**src/rtl/ring_pkg.sv**
```systemverilog
// Shared encodings for the token-ring router control path: rx packet type
// codes, tx mux selections and the controller state enumeration.
package ring_pkg;

  // Packet type codes as delivered by the rx decoder.
  localparam logic [2:0] DT_TOKEN  = 3'b111;
  localparam logic [2:0] DT_ACK    = 3'b000;
  localparam logic [2:0] DT_NACK   = 3'b011;
  localparam logic [2:0] DT_DATA_C = 3'b010;
  localparam logic [2:0] DT_DATA_3 = 3'b001;

  // Transmit mux source selection.
  typedef enum logic [2:0] {
    SEL_ACK     = 3'd0,
    SEL_NACK    = 3'd1,
    SEL_FORWARD = 3'd2,
    SEL_TOKEN   = 3'd3,
    SEL_NEW     = 3'd4
  } tx_sel_e;

  // Controller states; encodings 12..15 are illegal and recover to INIT.
  typedef enum logic [3:0] {
    ST_INIT       = 4'd0,
    ST_HOLD       = 4'd1,
    ST_ENCODE     = 4'd2,
    ST_SEND_TX    = 4'd3,
    ST_WAIT_ACK   = 4'd4,
    ST_RELEASE    = 4'd5,
    ST_SEND_TOKEN = 4'd6,
    ST_LISTEN     = 4'd7,
    ST_CHECK_ADDR = 4'd8,
    ST_FORWARD    = 4'd9,
    ST_SEND_NACK  = 4'd10,
    ST_SEND_NODE  = 4'd11
  } state_e;

  function automatic int max_int(input int a, input int b);
    return (a > b) ? a : b;
  endfunction

endpackage

```
**src/rtl/ring_timer.sv**
```systemverilog
// Loadable down-counter used for the ACK timeout and the master's lost-token
// watchdog. Saturates at zero; expired_o is high while the count is zero.
module ring_timer #(
  parameter int W = 4
) (
  input  logic         clk_i,
  input  logic         rst_i,
  input  logic         load_i,
  input  logic [W-1:0] load_val_i,
  input  logic         en_i,
  output logic         expired_o
);

  logic [W-1:0] cnt_q;
  logic [W-1:0] cnt_d;

  // Next count: load has priority, otherwise decrement and stick at zero.
  always_comb begin
    cnt_d = cnt_q;
    if (load_i) begin
      cnt_d = load_val_i;
    end else if (en_i && (cnt_q != '0)) begin
      cnt_d = cnt_q - W'(1);
    end
  end

  // Count register with synchronous reset.
  // NOTE: clocked state uses non-blocking assignments so every register
  // samples pre-edge values regardless of process ordering.
  always_ff @(posedge clk_i) begin
    if (rst_i) cnt_q <= '0;
    else       cnt_q <= cnt_d;
  end

  assign expired_o = (cnt_q == '0);

endmodule

```
**src/rtl/token_ring_ctrl.sv**
```systemverilog
// Token-ring router control FSM: holds/passes the token, transmits node
// packets with bounded NACK/timeout retry, and receives, forwards, ACKs or
// NACKs ring traffic. The master node regenerates a token that goes missing.
module token_ring_ctrl
  import ring_pkg::*;
#(
  parameter int ADDR_W        = 4,
  parameter int MASTER_ADDR   = 0,
  parameter int MAX_RETRY     = 3,
  parameter int ACK_TIMEOUT   = 64,
  parameter int TOKEN_TIMEOUT = 1024
) (
  input  logic              Clk_R,
  input  logic              Rst,
  input  logic [ADDR_W-1:0] r_addr,
  input  logic              rx_has_data,
  input  logic [2:0]        data_type,
  input  logic [ADDR_W-1:0] address,
  input  logic              bad_decode,
  input  logic              Packet_From_Node_Valid,
  input  logic              tx_ready,
  output logic              rc_ready,
  output logic              rc_has_data,
  output logic [2:0]        tx_data_select,
  output logic              buffer_select,
  output logic              Packet_To_Node_Valid,
  output logic              Core_Load_Ack,
  output logic              retry_fail,
  output logic              token_regen
);

  localparam int TW = $clog2(max_int(ACK_TIMEOUT, TOKEN_TIMEOUT) + 1);
  // One spare count keeps the width legal when MAX_RETRY is 0.
  localparam int RW = $clog2(MAX_RETRY + 2);

  state_e        state_q, state_d;
  logic [RW-1:0] retry_q, retry_d;
  logic          fail_q, fail_d;
  logic          regen_q, regen_d;
  logic          do_retry;
  logic          is_master;
  logic          timer_load;
  logic          timer_en;
  logic          timer_expired;
  logic [TW-1:0] timer_val;

  assign is_master = (r_addr == ADDR_W'(MASTER_ADDR));

  // Next-state, retry bookkeeping and Moore output decode.
  // NOTE: every variable gets a default before the case so no path leaves
  // one unassigned and no latch is inferred.
  always_comb begin
    state_d              = state_q;
    retry_d              = retry_q;
    fail_d               = fail_q;
    regen_d              = 1'b0;
    do_retry             = 1'b0;
    rc_ready             = 1'b0;
    rc_has_data          = 1'b0;
    tx_data_select       = SEL_TOKEN;
    buffer_select        = 1'b0;
    Packet_To_Node_Valid = 1'b0;
    Core_Load_Ack        = 1'b0;
    retry_fail           = 1'b0;
    token_regen          = 1'b0;

    case (state_q)
      ST_INIT: state_d = is_master ? ST_HOLD : ST_LISTEN;

      ST_HOLD: begin
        buffer_select = 1'b1;
        token_regen   = regen_q;
        if (Packet_From_Node_Valid) begin
          state_d = ST_ENCODE;
          retry_d = '0;
          fail_d  = 1'b0;
        end else begin
          state_d = ST_SEND_TOKEN;
        end
      end

      ST_ENCODE: begin
        buffer_select  = 1'b1;
        tx_data_select = SEL_NEW;
        state_d        = ST_SEND_TX;
      end

      ST_SEND_TX: begin
        rc_has_data    = 1'b1;
        tx_data_select = SEL_NEW;
        if (tx_ready) state_d = ST_WAIT_ACK;
      end

      ST_WAIT_ACK: begin
        rc_ready = 1'b1;
        // A received packet outranks a timer expiry in the same cycle.
        if (rx_has_data) begin
          if (data_type == DT_ACK) begin
            state_d = ST_RELEASE;
            fail_d  = 1'b0;
          end else if (data_type == DT_NACK) begin
            do_retry = 1'b1;
          end
        end else if (timer_expired) begin
          do_retry = 1'b1;
        end
        if (do_retry) begin
          if (retry_q < RW'(MAX_RETRY)) begin
            state_d = ST_SEND_TX;
            retry_d = retry_q + RW'(1);
          end else begin
            state_d = ST_RELEASE;
            fail_d  = 1'b1;
          end
        end
      end

      ST_RELEASE: begin
        Core_Load_Ack = 1'b1;
        retry_fail    = fail_q;
        state_d       = ST_HOLD;
      end

      ST_SEND_TOKEN: begin
        rc_has_data    = 1'b1;
        tx_data_select = SEL_TOKEN;
        if (tx_ready) state_d = ST_LISTEN;
      end

      ST_LISTEN: begin
        rc_ready = 1'b1;
        if (rx_has_data) begin
          state_d = ST_CHECK_ADDR;
        end else if (is_master && timer_expired) begin
          state_d = ST_HOLD;
          regen_d = 1'b1;
        end
      end

      ST_CHECK_ADDR: begin
        if (data_type == DT_TOKEN)                                state_d = ST_HOLD;
        else if ((data_type != DT_DATA_C) && (data_type != DT_DATA_3)) state_d = ST_FORWARD;
        else if (address != r_addr)                               state_d = ST_FORWARD;
        else if (bad_decode)                                      state_d = ST_SEND_NACK;
        else                                                      state_d = ST_SEND_NODE;
      end

      ST_FORWARD: begin
        rc_has_data    = 1'b1;
        tx_data_select = SEL_FORWARD;
        if (tx_ready) state_d = ST_LISTEN;
      end

      ST_SEND_NACK: begin
        rc_has_data    = 1'b1;
        tx_data_select = SEL_NACK;
        if (tx_ready) state_d = ST_LISTEN;
      end

      ST_SEND_NODE: begin
        rc_has_data          = 1'b1;
        tx_data_select       = SEL_ACK;
        Packet_To_Node_Valid = 1'b1;
        if (tx_ready) state_d = ST_LISTEN;
      end

      default: state_d = ST_INIT;
    endcase
  end

  // Timers load on entry to WAIT_ACK / LISTEN and count down while there.
  assign timer_load = (state_d != state_q) &&
                      ((state_d == ST_WAIT_ACK) || (state_d == ST_LISTEN));
  assign timer_val  = (state_d == ST_WAIT_ACK) ? TW'(ACK_TIMEOUT) : TW'(TOKEN_TIMEOUT);
  assign timer_en   = (state_q == ST_WAIT_ACK) || (state_q == ST_LISTEN);

  ring_timer #(.W(TW)) u_timer (
    .clk_i      (Clk_R),
    .rst_i      (Rst),
    .load_i     (timer_load),
    .load_val_i (timer_val),
    .en_i       (timer_en),
    .expired_o  (timer_expired)
  );

  // State and bookkeeping registers; reset abandons any packet in flight.
  always_ff @(posedge Clk_R) begin
    if (Rst) begin
      state_q <= ST_INIT;
      retry_q <= '0;
      fail_q  <= 1'b0;
      regen_q <= 1'b0;
    end else begin
      state_q <= state_d;
      retry_q <= retry_d;
      fail_q  <= fail_d;
      regen_q <= regen_d;
    end
  end

endmodule

```
**config.mk**
```make
export PLATFORM = sky130hd
export DESIGN_NAME = token_ring_ctrl
export DESIGN_NICKNAME = d
export VERILOG_FILES = /design/src/rtl/ring_pkg.sv /design/src/rtl/ring_timer.sv /design/src/rtl/token_ring_ctrl.sv
export SDC_FILE = /design/constraint.sdc
export NUM_CORES = 1
export LEC_CHECK = 0
export BUFFER_PORTS_ARGS = -buffer_cell sky130_fd_sc_hd__buf_2
export CAP_MARGIN = 10
export CORE_MARGIN = 3
export CORE_UTILIZATION = 50
export CTS_CLUSTER_DIAMETER = 40
export DETAILED_ROUTE_END_ITERATION = 8
export HOLD_SLACK_MARGIN = 0.05
export PLACE_DENSITY = 0.73
export SYNTH_ARGS = -nofsm -noshare
export SYNTH_HDL_FRONTEND = slang
export SYNTH_SLANG_ARGS = --single-unit
export TNS_END_PERCENT = 10
```
**constraint.sdc**
```tcl
create_clock -name Clk_R -period 2.8 [get_ports Clk_R]
set_input_delay 0.56 -clock Clk_R [delete_from_list [all_inputs] [get_ports Clk_R]]
set_output_delay 0.56 -clock Clk_R [all_outputs]
set_load 0.01 [all_outputs]
```
; ---- Yosys cells after proc, flatten, opt, wreduce, memory -nomap -nowiden
; Index checks and enable logic that the tools add are counted.
[word_totals]
reg_bits = 20
latchBits = 0
ramBits = 0
romBits = 0
input_bits = 17
output_inout_bits = 10
wordCells = 94
n_memories = 0
[op_classes]
add_sub_neg = 2
mul = 0
n_div = 0
n_lt_le_gt_ge = 1
n_eq_ne = 22
shifts = 0
muxes = 42
bitwise = 1
reduce_logical = 21
[ops]
columns = op, n
row1 = $pmux W4 S9, 1
row2 = $mux W11, 3
row3 = $mux W4, 8
row4 = $eq A4 B3 Y1 const B, 6
row5 = $mux W1, 19
row6 = $mux W3, 6
row7 = $eq A4 B4 Y1 const B, 4
row8 = $pmux W3 S4, 1
row9 = $logic_not A11 Y1, 1
row10 = $reduce_bool A11 Y1, 1
row11 = $sub A11 B1 Y11 const B, 1
row12 = $eq A4 B2 Y1 const B, 2
row13 = $logic_not A4 Y1, 2
row14 = $ne A4 B4 Y1, 2
row15 = $ne A2 B2 Y1 const B, 3
row16 = $pmux W3 S2, 1
row17 = $reduce_or A2 Y1, 3
row18 = $reduce_or A5 Y1, 1
row19 = $eq A4 B1 Y1 const B, 1
row20 = $logic_and A1 B1 Y1, 4
row21 = $mux W2, 2
row22 = $reduce_and A4 Y1, 1
row23 = $reduce_bool A2 Y1, 2
row24 = $reduce_or A4 Y1, 1
row25 = other kinds (12), 13

; ---- Longest topological paths before layout
[depth]
ltp_word = 11
ltp_mapped = 9

; ---- Cells and area by module
; A second synthesis with hierarchy kept.
[unflattened]
hier_cells = 184
hier_area_um2 = 1545.2
[by_module_without_submodules]
columns = module, n_inst, cells_each, area_per_inst_um2
row1 = token_ring_ctrl, 1, 107, 870.8
row2 = ring_timer, 1, 77, 674.4

; ---- Least setup slack after synthesis
; No wires, ideal clock.
[synth_timing]
path_type = in2reg
start = in r_addr[2]
end = reg u_timer.cnt_q[3]
arrival_ps = 2135
path_slack_ps = 529
stages = 7
path_buffers = 0
cell_sequence = xor2_1 > nor4_1 > a31oi_1 > a211oi_1 > nor3_1 > nor3_4 > nor3_2
[synth_via]
elab_chain_cells = 9
word_cells_on_any_way = 17
[synth_lines]
columns = element, line
row1 = from (decl), token_ring_ctrl.sv:15  ; input logic [ADDR_W-1:0] r_addr,
row2 = $ne A4 B4 Y1 or $logic_not A4 Y1 (tied branches), "token_ring_ctrl.sv:143, token_ring_ctrl.sv:47"
row3 = $mux W2 or $logic_and A1 B1 Y1 (tied branches), "token_ring_ctrl.sv:143, token_ring_ctrl.sv:134"
row4 = $mux W2 or $mux W4 (tied branches), "token_ring_ctrl.sv:142, token_ring_ctrl.sv:134"
row5 = $mux W4 (on tied branches), "token_ring_ctrl.sv:141, token_ring_ctrl.sv:132"
row6 = $pmux W4 S9 (*), token_ring_ctrl.sv:67  ; case (state_q)
row7 = $eq A4 B3 Y1, token_ring_ctrl.sv:173  ; ((state_d == ST_WAIT_ACK) || (state_d == ST_LISTEN));
row8 = $logic_or A1 B1 Y1, token_ring_ctrl.sv:173
row9 = $logic_and A1 B1 Y1 (*), token_ring_ctrl.sv:172  ; assign timer_load = (state_d != state_q) &&
row10 = $mux W11 or $reduce_bool A2 Y1 (tied branches), --
row11 = to (signal assigned), ring_timer.sv:32  ; else cnt_q <= cnt_d;
row12 = to (decl), ring_timer.sv:14  ; logic [W-1:0] cnt_q;
; Mark *: on every way between the ends. The rest lies on a longest branch, timed or not.
; A chain may end at the register's enable or synchronous reset.

; ---- Worst setup path in the final report
[layout_timing]
start = reg u_timer.cnt_q[0]
end = reg u_timer.cnt_q[7]
[layout_via]
elab_chain_cells = 10
word_cells_on_any_way = 20
[layout_lines]
columns = element, line
row1 = $logic_not A11 Y1, ring_timer.sv:35  ; assign expired_o = (cnt_q == '0);
row2 = $mux W1, token_ring_ctrl.sv:104  ; end else if (timer_expired) begin
row3 = $mux W1, token_ring_ctrl.sv:97  ; if (rx_has_data) begin
row4 = $mux W1, token_ring_ctrl.sv:67
row5 = $mux W4, token_ring_ctrl.sv:107  ; if (do_retry) begin
row6 = $pmux W4 S9, token_ring_ctrl.sv:67
row7 = $eq A4 B3 Y1, token_ring_ctrl.sv:173
row8 = $logic_or A1 B1 Y1, token_ring_ctrl.sv:173
row9 = $logic_and A1 B1 Y1, token_ring_ctrl.sv:172
row10 = $mux W11 or $reduce_bool A2 Y1 (tied branches), --
; Parallel ways exist; a longest one is shown, timed or not. The select of a mux whose other input is x is not followed.

==> results.toml <==
[die]
die-area_mm2 = 0.00364
fp.coreArea_mm2 = 0.00278
row_count = 19
die_w_um = 60.3
initial_core_util = 0.530
die_y_um = 60.3
ioPinCount = 27

[grt]
grt_pass1_wl_um = 5890
antenna_found_initial = 0
globalRouteOverflowTotal = 0
grt_pass1_vias = 1344
grt.total_usage = 0.212
grt_max_degree = 22

[sta]
finalCriticalPeriod_ns = 2.50
tns_ns = 0
clock_skew_ns = 0.00373
setup_viol = 0
rsz0062_at_grt = "no"
worst_slew_margin_rel = 0.630
maxSlewViolCount = 0
fmax_mhz = 400
tightest_slew_ns = 0.551
hold_slack_ns = 0.501
hold_viol_final = 0
fin_crit_sh = 0.892

[yosys]
async_flop_share = 0
postSynthAreaPerCell_um2 = 7.89
synth_edf_count = 0
netlist_instances = 187
yosys_warnings = 0
syn_area_mm2 = 0.00148
synth_flop_cell = "dfxtp_1"
synth_top_area_share = 0.271
ys_seq_area_frac = 0.271
yosys.cell_types.count = 48
syn-num-nets = 206
ys_ff_latch = 20
synth.area.top_cells = "dfxtp_1 27%, nor3_2 6.1%, nor2_1 5.1%"
synth_top_cell_by_area = "dfxtp_1"
synth_commonest_cells = "20 x dfxtp_1, 20 x nor2_1, 16 x nand2_1"

[detailed_routing]
antenna_left = 0
post_drt_wl_per_cell_um = 14.9
firstDrtPassIters = 4
routed_wl_um = 3540
vias_per_cell = 5.97
route.detailed.drc = 0
vias = 1422
drt_iter0_markers = 81

[worst_setup_path]
worst-r2r-setup-slack_ns = 0.30
r2r_end = "u_timer.cnt_q[7]"
required_ns = 3.03
worstPathArrival_ns = 2.73
critPathLaunchType = "flop"
cp_max_fo = 9
endpoint_kind = "flop"
crit_type = "reg2reg"
reg2reg_from = "u_timer.cnt_q[0]"
setup.worst_path.start = "u_timer.cnt_q[0]"
ff2ff_path_depth = 10

[power_and_ir_drop]
p_leak_uw = 0.000654
irDropWorstVdd_v = 0.00105
power_density_mw_per_mm2 = 1150
totalPowerFinal_uw = 1870

[cts]
cts_resized = 0
tritoncts = "done"
ctsHoldBuffers = 0
htree_levels = 1
cts_buffer_depth = 2
cts.sinks = 20
path_clk_slew_ns = 0.11
cts-root-buf = "clkbuf_4"
cts_buffers = 3
post-cts-setup-buffers = 0
insertion_delay_ns = 0.30

[status]
status = "complete, no violations"

[worst_hold_path]
hold_path.class = "reg2reg"
min_to = "fail_q"
holdCritStartpoint = "fail_q"
worstHoldPathCells = 2

[layout]
drive_gt1_frac = 0.237
antennaDiodeCount = 0
area_growth_pct = 10.9
fillerInstances = 271
nNetsFinal = 228

[placement]
place_congestion = 0.872
hpwl_um = 2750
portBuffers = 26

[flow_run]
max-cap-violations = 0
==> metrics by stage <==
step,utilization,area [µm²],setup slack (ns),cells
detailed placement,0.580,1610,0.238,235
floorplan,-,1480,0.529,187
global route,0.588,1640,0.148,238
CTS,0.588,1640,0.311,238
global placement,0.580,1610,0.329,235
finish,0.588,1640,0.302,238
==> worst max-delay path by stage <==
stage / depth (start not counted) / slack (ns) / to
after floorplan: 7 / 0.53 / u_timer.cnt_q[3]
after global placement: 9 / 0.33 / u_timer.cnt_q[9]
after detailed placement: 9 / 0.24 / u_timer.cnt_q[8]
after CTS: 10 / 0.31 / u_timer.cnt_q[8]
after global routing: 10 / 0.15 / u_timer.cnt_q[2]
final: 10 / 0.30 / u_timer.cnt_q[7]
==> metal layers <==
| layer | wire, µm | track usage | up-vias |
|---|---|---|---|
| met4 | 31 | 0.0633 | 0 |
| met5 | 0 | 0 | - |
| li1 | - | - | 715 |
| met1 | 1590 | 0.267 | 679 |
| met2 | 1780 | 0.363 | 24 |
| met3 | 129 | 0.0454 | 4 |
==> critical path, cell delays in order (launching register included) <==
cell and delay (ns):
dfxtp_1 0.34, inv_1 0.09, ha_1 0.19, nor3b_2 0.29, a31oi_1 0.18, or3_1 0.40, a221o_1 0.43, o311ai_2 0.12
nor3_4 0.05, buf_4 0.19, nor3_2 0.15
==> flip-flops by register name, summed over array words and instances (netlist names) <==
| register | flops |
|---|---|
| fail_q | 1 |
| regen_q | 1 |
| retry_q | 3 |
| state_q | 4 |
| u_timer.cnt_q | 11 |
==> cell usage in the layout (no fill, tap or decap), types with 5 or more instances in the layout <==
cell / synthesis / final
nor2b_1: 5 / 5
a21oi_1: 5 / 5
a31oi_1: 5 / 5
nand2_1: 16 / 16
nor2_1: 20 / 20
xor2_1: 8 / 8
xnor2_1: 8 / 8
buf_2: 4 / 26
nand3_1: 5 / 5
nor3_1: 9 / 9
nor3_2: 9 / 9
o21ai_0: 8 / 8
and3_1: 6 / 6
dfxtp_1: 20 / 20
==> cell type report <==
| type | count | area (µm²) | area share |
|---|---|---|---|
| inverter | 4 | 15.0 | 0.00918 |
| multi-input combinational | 152 | 1010 | 0.620 |
| sequential | 20 | 400 | 0.245 |
| timing repair buffer | 28 | 145 | 0.0888 |
| clock buffer | 3 | 22.5 | 0.0138 |
| tap | 31 | 38.8 | 0.0237 |
==> power breakdown <==
group / internal (µW) / leakage [µW] / switching, µW
Clock: 50.2 / 0.0000138 / 86.1
Sequential: 365 / 0.000163 / 131
Combinational: 509 / 0.000478 / 731
==> cells by family after synthesis <==
group           count (synthesis)  share of synthesized area
compound gates                 34                      0.162
xor+xnor                       16                     0.0950
fa+ha+maj                       3                     0.0237
buf+inv                        15                     0.0416
flops                          20                      0.271
mux                             1                    0.00763
simple gates                   98                      0.399
Note: power is estimated with default switching activity, not from simulation.
